`config.mk`:
```
export PLATFORM = sky130hd
export DESIGN_NAME = uart_sync_fifo
export DESIGN_NICKNAME = d
export VERILOG_FILES = /design/src/rtl/uart_fifo_pkg.sv /design/src/rtl/uart_fifo_mem.sv /design/src/rtl/uart_sync_fifo.sv
export SDC_FILE = /design/constraint.sdc
export NUM_CORES = 1
export LEC_CHECK = 0
export CORE_MARGIN = 5
export CORE_UTILIZATION = 38
export DETAILED_ROUTE_END_ITERATION = 8
export PLACE_DENSITY = 0.66
export SLEW_MARGIN = 20
export SYNTH_ARGS = -nofsm -noshare
export SYNTH_HDL_FRONTEND = slang
export SYNTH_SLANG_ARGS = --single-unit
```
`constraint.sdc`:
```
create_clock -name clk -period 3.6 [get_ports clk]
set_input_delay 0.36 -clock clk [delete_from_list [all_inputs] [get_ports clk]]
set_output_delay 0.36 -clock clk [all_outputs]
set_load 0.02 [all_outputs]
```
`src/rtl/uart_fifo_pkg.sv`:
```
// rtl/uart_fifo_pkg.sv - shared constants for the UART receive/transmit FIFO
package uart_fifo_pkg;
    localparam int UART_FIFO_WIDTH      = 8;
    localparam int UART_FIFO_ADDR_WIDTH = 4;

    localparam int FIFO_MODE_STD  = 0;
    localparam int FIFO_MODE_FWFT = 1;
endpackage

```
`src/rtl/uart_fifo_mem.sv`:
```
// rtl/uart_fifo_mem.sv - FIFO storage: one synchronous write port, one asynchronous read port
module uart_fifo_mem
    import uart_fifo_pkg::*;
#(
    parameter int FIFO_WIDTH = UART_FIFO_WIDTH,
    parameter int ADDR_WIDTH = UART_FIFO_ADDR_WIDTH
) (
    input  logic                  clk,
    input  logic                  w_en,
    input  logic [ADDR_WIDTH-1:0] w_addr,
    input  logic [FIFO_WIDTH-1:0] w_data,
    input  logic [ADDR_WIDTH-1:0] r_addr,
    output logic [FIFO_WIDTH-1:0] r_data
);
    logic [FIFO_WIDTH-1:0] mem_q [2**ADDR_WIDTH];

    // No reset: stored words are simply abandoned when the pointers clear.
    always_ff @(posedge clk) begin
        if (w_en) begin
            mem_q[w_addr] <= w_data;
        end
    end

    assign r_data = mem_q[r_addr];
endmodule

```
`src/rtl/uart_sync_fifo.sv`:
```
// rtl/uart_sync_fifo.sv - single-clock UART FIFO with std/FWFT read, thresholds and sticky errors
module uart_sync_fifo
    import uart_fifo_pkg::*;
#(
    parameter int FIFO_WIDTH = UART_FIFO_WIDTH,
    parameter int ADDR_WIDTH = UART_FIFO_ADDR_WIDTH,
    parameter int FWFT       = FIFO_MODE_STD,
    parameter int AF_LEVEL   = (1 << ADDR_WIDTH) - 2,
    parameter int AE_LEVEL   = 1
) (
    input  logic                  clk,
    input  logic                  rst,
    input  logic                  flush,
    input  logic                  w_en,
    input  logic [FIFO_WIDTH-1:0] w_data,
    input  logic                  r_en,
    output logic [FIFO_WIDTH-1:0] r_data,
    output logic                  r_valid,
    output logic [ADDR_WIDTH:0]   avail_data,
    output logic [ADDR_WIDTH:0]   avail_room,
    output logic                  is_empty,
    output logic                  is_full,
    output logic                  almost_empty,
    output logic                  almost_full,
    output logic                  overflow,
    output logic                  underflow,
    input  logic                  err_clr
);
    localparam int CW = ADDR_WIDTH + 1;
    localparam logic [CW-1:0] DEPTH_C = CW'(1 << ADDR_WIDTH);
    localparam logic [CW-1:0] AF_C    = CW'(AF_LEVEL);
    localparam logic [CW-1:0] AE_C    = CW'(AE_LEVEL);

    logic [CW-1:0]         wr_pt_q, wr_pt_d, rd_pt_q, rd_pt_d, count_q, count_d;
    logic [CW-1:0]         room_q;
    logic [FIFO_WIDTH-1:0] r_data_q, r_data_d, mem_rdata;
    logic [ADDR_WIDTH-1:0] rd_addr;
    logic                  r_valid_q, r_valid_d;
    logic                  empty_q, full_q, ae_q, af_q;
    logic                  ovf_q, ovf_d, unf_q, unf_d;
    logic                  wr_acc, rd_acc;

    always_comb begin
        wr_acc  = w_en & ~full_q & ~flush;
        rd_acc  = r_en & ~empty_q & ~flush;
        wr_pt_d = flush ? '0 : wr_pt_q + CW'(wr_acc);
        rd_pt_d = flush ? '0 : rd_pt_q + CW'(rd_acc);
        count_d = flush ? '0 : count_q + CW'(wr_acc) - CW'(rd_acc);
        // Set beats clear; a flush cycle leaves both sticky flags alone.
        ovf_d   = flush ? ovf_q : ((w_en & full_q) | (ovf_q & ~err_clr));
        unf_d   = flush ? unf_q : ((r_en & empty_q) | (unf_q & ~err_clr));

        if (FWFT == FIFO_MODE_FWFT) begin
            rd_addr   = rd_pt_d[ADDR_WIDTH-1:0];
            r_valid_d = (count_d != '0);
            // Write-through when the slot being written is the next one presented.
            if (flush)
                r_data_d = r_data_q;
            else if (wr_acc && (wr_pt_q == rd_pt_d))
                r_data_d = w_data;
            else
                r_data_d = mem_rdata;
        end else begin
            rd_addr   = rd_pt_q[ADDR_WIDTH-1:0];
            r_valid_d = rd_acc;
            r_data_d  = rd_acc ? mem_rdata : r_data_q;
        end
    end

    always_ff @(posedge clk or posedge rst) begin
        if (rst) begin
            wr_pt_q   <= '0;
            rd_pt_q   <= '0;
            count_q   <= '0;
            room_q    <= DEPTH_C;
            r_data_q  <= '0;
            r_valid_q <= 1'b0;
            empty_q   <= 1'b1;
            full_q    <= 1'b0;
            ae_q      <= 1'b1;
            af_q      <= 1'b0;
            ovf_q     <= 1'b0;
            unf_q     <= 1'b0;
        end else begin
            wr_pt_q   <= wr_pt_d;
            rd_pt_q   <= rd_pt_d;
            count_q   <= count_d;
            room_q    <= DEPTH_C - count_d;
            r_data_q  <= r_data_d;
            r_valid_q <= r_valid_d;
            empty_q   <= (count_d == '0);
            full_q    <= (count_d == DEPTH_C);
            ae_q      <= (count_d <= AE_C);
            af_q      <= (count_d >= AF_C);
            ovf_q     <= ovf_d;
            unf_q     <= unf_d;
        end
    end

    uart_fifo_mem #(
        .FIFO_WIDTH(FIFO_WIDTH),
        .ADDR_WIDTH(ADDR_WIDTH)
    ) u_mem (
        .clk   (clk),
        .w_en  (wr_acc),
        .w_addr(wr_pt_q[ADDR_WIDTH-1:0]),
        .w_data(w_data),
        .r_addr(rd_addr),
        .r_data(mem_rdata)
    );

    assign r_data       = r_data_q;
    assign r_valid      = r_valid_q;
    assign avail_data   = count_q;
    assign avail_room   = room_q;
    assign is_empty     = empty_q;
    assign is_full      = full_q;
    assign almost_empty = ae_q;
    assign almost_full  = af_q;
    assign overflow     = ovf_q;
    assign underflow    = unf_q;
endmodule

```
==> impl_metrics.toml <==
[outcome]
status = "finished clean"

[pwr]
p_clk_frac = 0.364
p_sw_frac = 0.257
ir_worst_vdd_uv = 496
p_int_w = 0.00374
p_switching_w = 0.00129
share_seq_of_total_power = 0.447
combPwrFrac = 0.189
power.density_nw_per_um2 = 649
p_leak_nw = 2.72
power_w = 0.00504

[clock_tree]
cts_setup_buffers = 0
clk_latency_ns = 0.42
holdBufCountCts = 0
cts_resized = 0
path_clk_slew_ns = 0.06
htree_levels = 4
cts_inserted_buffers = 17
cts_tree = "yes"
root_buffer = "clkbuf_16"
clock_sinks = 160
cts.path.max_buffers = 2

[synth]
synth_edf_count = 128
synth-seq-cells = 160
synth_ff_type = "edfxtp_1"
seq_area_frac_synth = 0.727
yosys.area.top_type_share = 0.601
yosys.area.top_type = "edfxtp_1"
syn_inst = 347
synth.avg_cell_area_sq_um = 18.4
synthArstFlopShare = 0.200
synth_cell_types = 40
synth_area_sq_um = 6390
syn_nets = 375
ys_warn_count = 0
synth.area.top_cells = "edfxtp_1 60%, dfrtp_1 11%, mux4_2 9.2%"

[timing]
layout_setup_ws_ns = 0.658
worstMarginPinSlew_ns = 0.798
finalCritPeriodShare = 0.817
period_minus_slack_ns = 2.94
timing.fmax_mhz = 340
drv_slew = 0
tns_ns = 0
hold_viol = 0
slew_headroom = 0.468
setup_viol = 0
rsz0062_at_grt = "false"
fin_skew_ns = 0.0113

[global_routing]
gr-usage-all-layers = 0.136
grt_pass1_wl_mm = 19.8
grt_max_degree = 33
grt_pass1_vias = 3495
antenna_found_initial = 0
overflow = 0

[worst_setup_path]
regToRegStartpoint = "is_full"
r2r_setup_slack_ns = 0.66
start_kind = "flip-flop"
critPathKind = "flip-flop to flip-flop"
arrival_ns = 3.26
worstSetupEndpointType = "flip-flop"
reg2reg_to = "almost_empty"
crit_required_ns = 3.92
worstPathMaxFanout = 6
reg2reg_depth = 9

[route]
dr.pass1.iters = 4
highest_layer = "met4"
drt_iter0_drc = 212
via_per_inst = 5.02
drc_errors = 0
drt-met1-wl_mm = 5.59
finalWirelength_mm = 12.4
wl_met3_um = 752
met2_length_mm = 5.92
wl_per_cell_um = 19.3
vias = 3240
postRouteAntennaNets = 0

[floorplanning]
die_w_um = 140
core_area_sq_um = 16500
die-area_sq_um = 19500
start_util = 0.387
io_pins = 39
die_h_um = 140
fp-row-count = 47

[place]
gp_congestion = 0.806
place_ws_ns = 0.304
port_buffers = 38
place_inst = 613
dp_hpwl_mm = 8.02

[min_path]
min_path_type = "primary input to async pin"

[cells_and_area]
n_antenna_cell = 0
fin_nets = 440
fillers = 1371
area_growth_pct = 21.3
drive_gt1_frac = 0.221
stdcell_count = 645

[run]
drv_cap = 0
[routing by layer]
metal / vias up / GRT usage
li1: 1472 / -
met1: 1672 / 0.179
met2: 78 / 0.212
met3: 18 / 0.0439
met4: 0 / 0.0490
met5: - / 0
[flip-flops by register name, summed over array words and instances, names as in the netlist]
register / flops
avail_room: 5
wr_pt_q: 4
avail_data: 4
almost_full: 1
underflow: 1
almost_empty: 1
r_valid: 1
r_data: 8
rd_pt_q: 4
overflow: 1
u_mem.mem_q: 128
is_empty: 1
is_full: 1
[cell usage in the layout, fill, tap and decap left out, types with 4 or more instances in the layout]
cell | synthesis | routed
nand3_1 | 4 | 4
nand2_1 | 13 | 13
nor3_1 | 4 | 4
clkdlybuf4s50_1 | 0 | 38
mux4_2 | 26 | 26
edfxtp_1 | 128 | 128
mux4_1 | 4 | 4
xor2_1 | 5 | 5
clkbuf_16 | 0 | 17
buf_4 | 2 | 23
a22oi_1 | 7 | 7
nor2_1 | 24 | 24
mux2_2 | 9 | 9
mux2i_1 | 12 | 12
dfrtp_1 | 29 | 28
nor2b_1 | 8 | 8
o21ai_1 | 6 | 6
ha_1 | 13 | 13
inv_1 | 11 | 11
[cells by family after synthesis]
| kind of cell | Yosys count | synth area share |
|---|---|---|
| buffers and inverters | 28 | 0.0200 |
| AO/OA/AOI/OAI | 24 | 0.0254 |
| XOR/XNOR | 8 | 0.0110 |
| flip-flops | 160 | 0.727 |
| adder cells (fa/ha/maj) | 14 | 0.0286 |
| AND/OR/NAND/NOR | 62 | 0.0456 |
| multiplexers | 51 | 0.143 |
[cell type report]
class                           instances  area, sq um  area share
Tap cell                              220          275      0.0355
Multi-Input combinational cell        159         1620       0.209
Clock buffer                           20          457      0.0589
Timing Repair Buffer                   61          553      0.0713
Clock inverter                         12          158      0.0203
Inverter                               13         48.8     0.00629
Sequential cell                       160         4650       0.599
[critical path, stage by stage, from the launching register on]
cell and delay [ns]:
dfrtp_1 0.42, or3b_1 0.47, nand2_1 0.17, o21ai_0 0.11
ha_1 0.23, fa_1 0.41, a21o_1 0.17, a21oi_1 0.15
mux2_2 0.39, nor4_1 0.31
[power by group through the flow]
| stage | registers, W | logic [W] | clock network, W |
|---|---|---|---|
| floorplan | 0.00239 | 0.000455 | 0 |
| global placement | 0.00229 | 0.000946 | 0 |
| detailed placement | 0.00229 | 0.000958 | 0 |
| CTS | 0.00225 | 0.000967 | 0.00188 |
| global route | 0.00227 | 0.00105 | 0.00196 |
| finish | 0.00225 | 0.000953 | 0.00183 |
[metrics by stage]
stage / utilization / area, sq um / hold WS (ns)
after floorplan: - / 6390 / 0.459
after global placement: 0.432 / 7150 / 0.496
after detailed placement: 0.432 / 7150 / 0.484
after CTS: 0.470 / 7760 / 0.337
after global routing: 0.470 / 7760 / 0.386
final: 0.470 / 7760 / 0.331
[worst max-delay path by stage]
stage,startpoint,end,slack (ns),cells past startpoint
after floorplan,is_full,avail_room[4],0.84,9
after CTS,is_full,almost_empty,0.66,9
after global placement,w_en,avail_room[4],0.40,10
after detailed placement,w_en,almost_empty,0.30,10
after global routing,is_full,almost_empty,0.38,9
final,is_full,almost_empty,0.66,9
[cells in the mapped netlist, drive strengths merged, types with 4 or more instances]
cell    instances
a22oi           7
nor3            4
nor2           24
mux4           30
clkbuf          6
inv            12
dfrtp          29
o21ai           8
xor2            5
ha             13
mux2i          12
nand3           4
buf             9
mux2            9
edfxtp        128
nand2          13
nor2b           8
(Power assumes the default switching activity.)
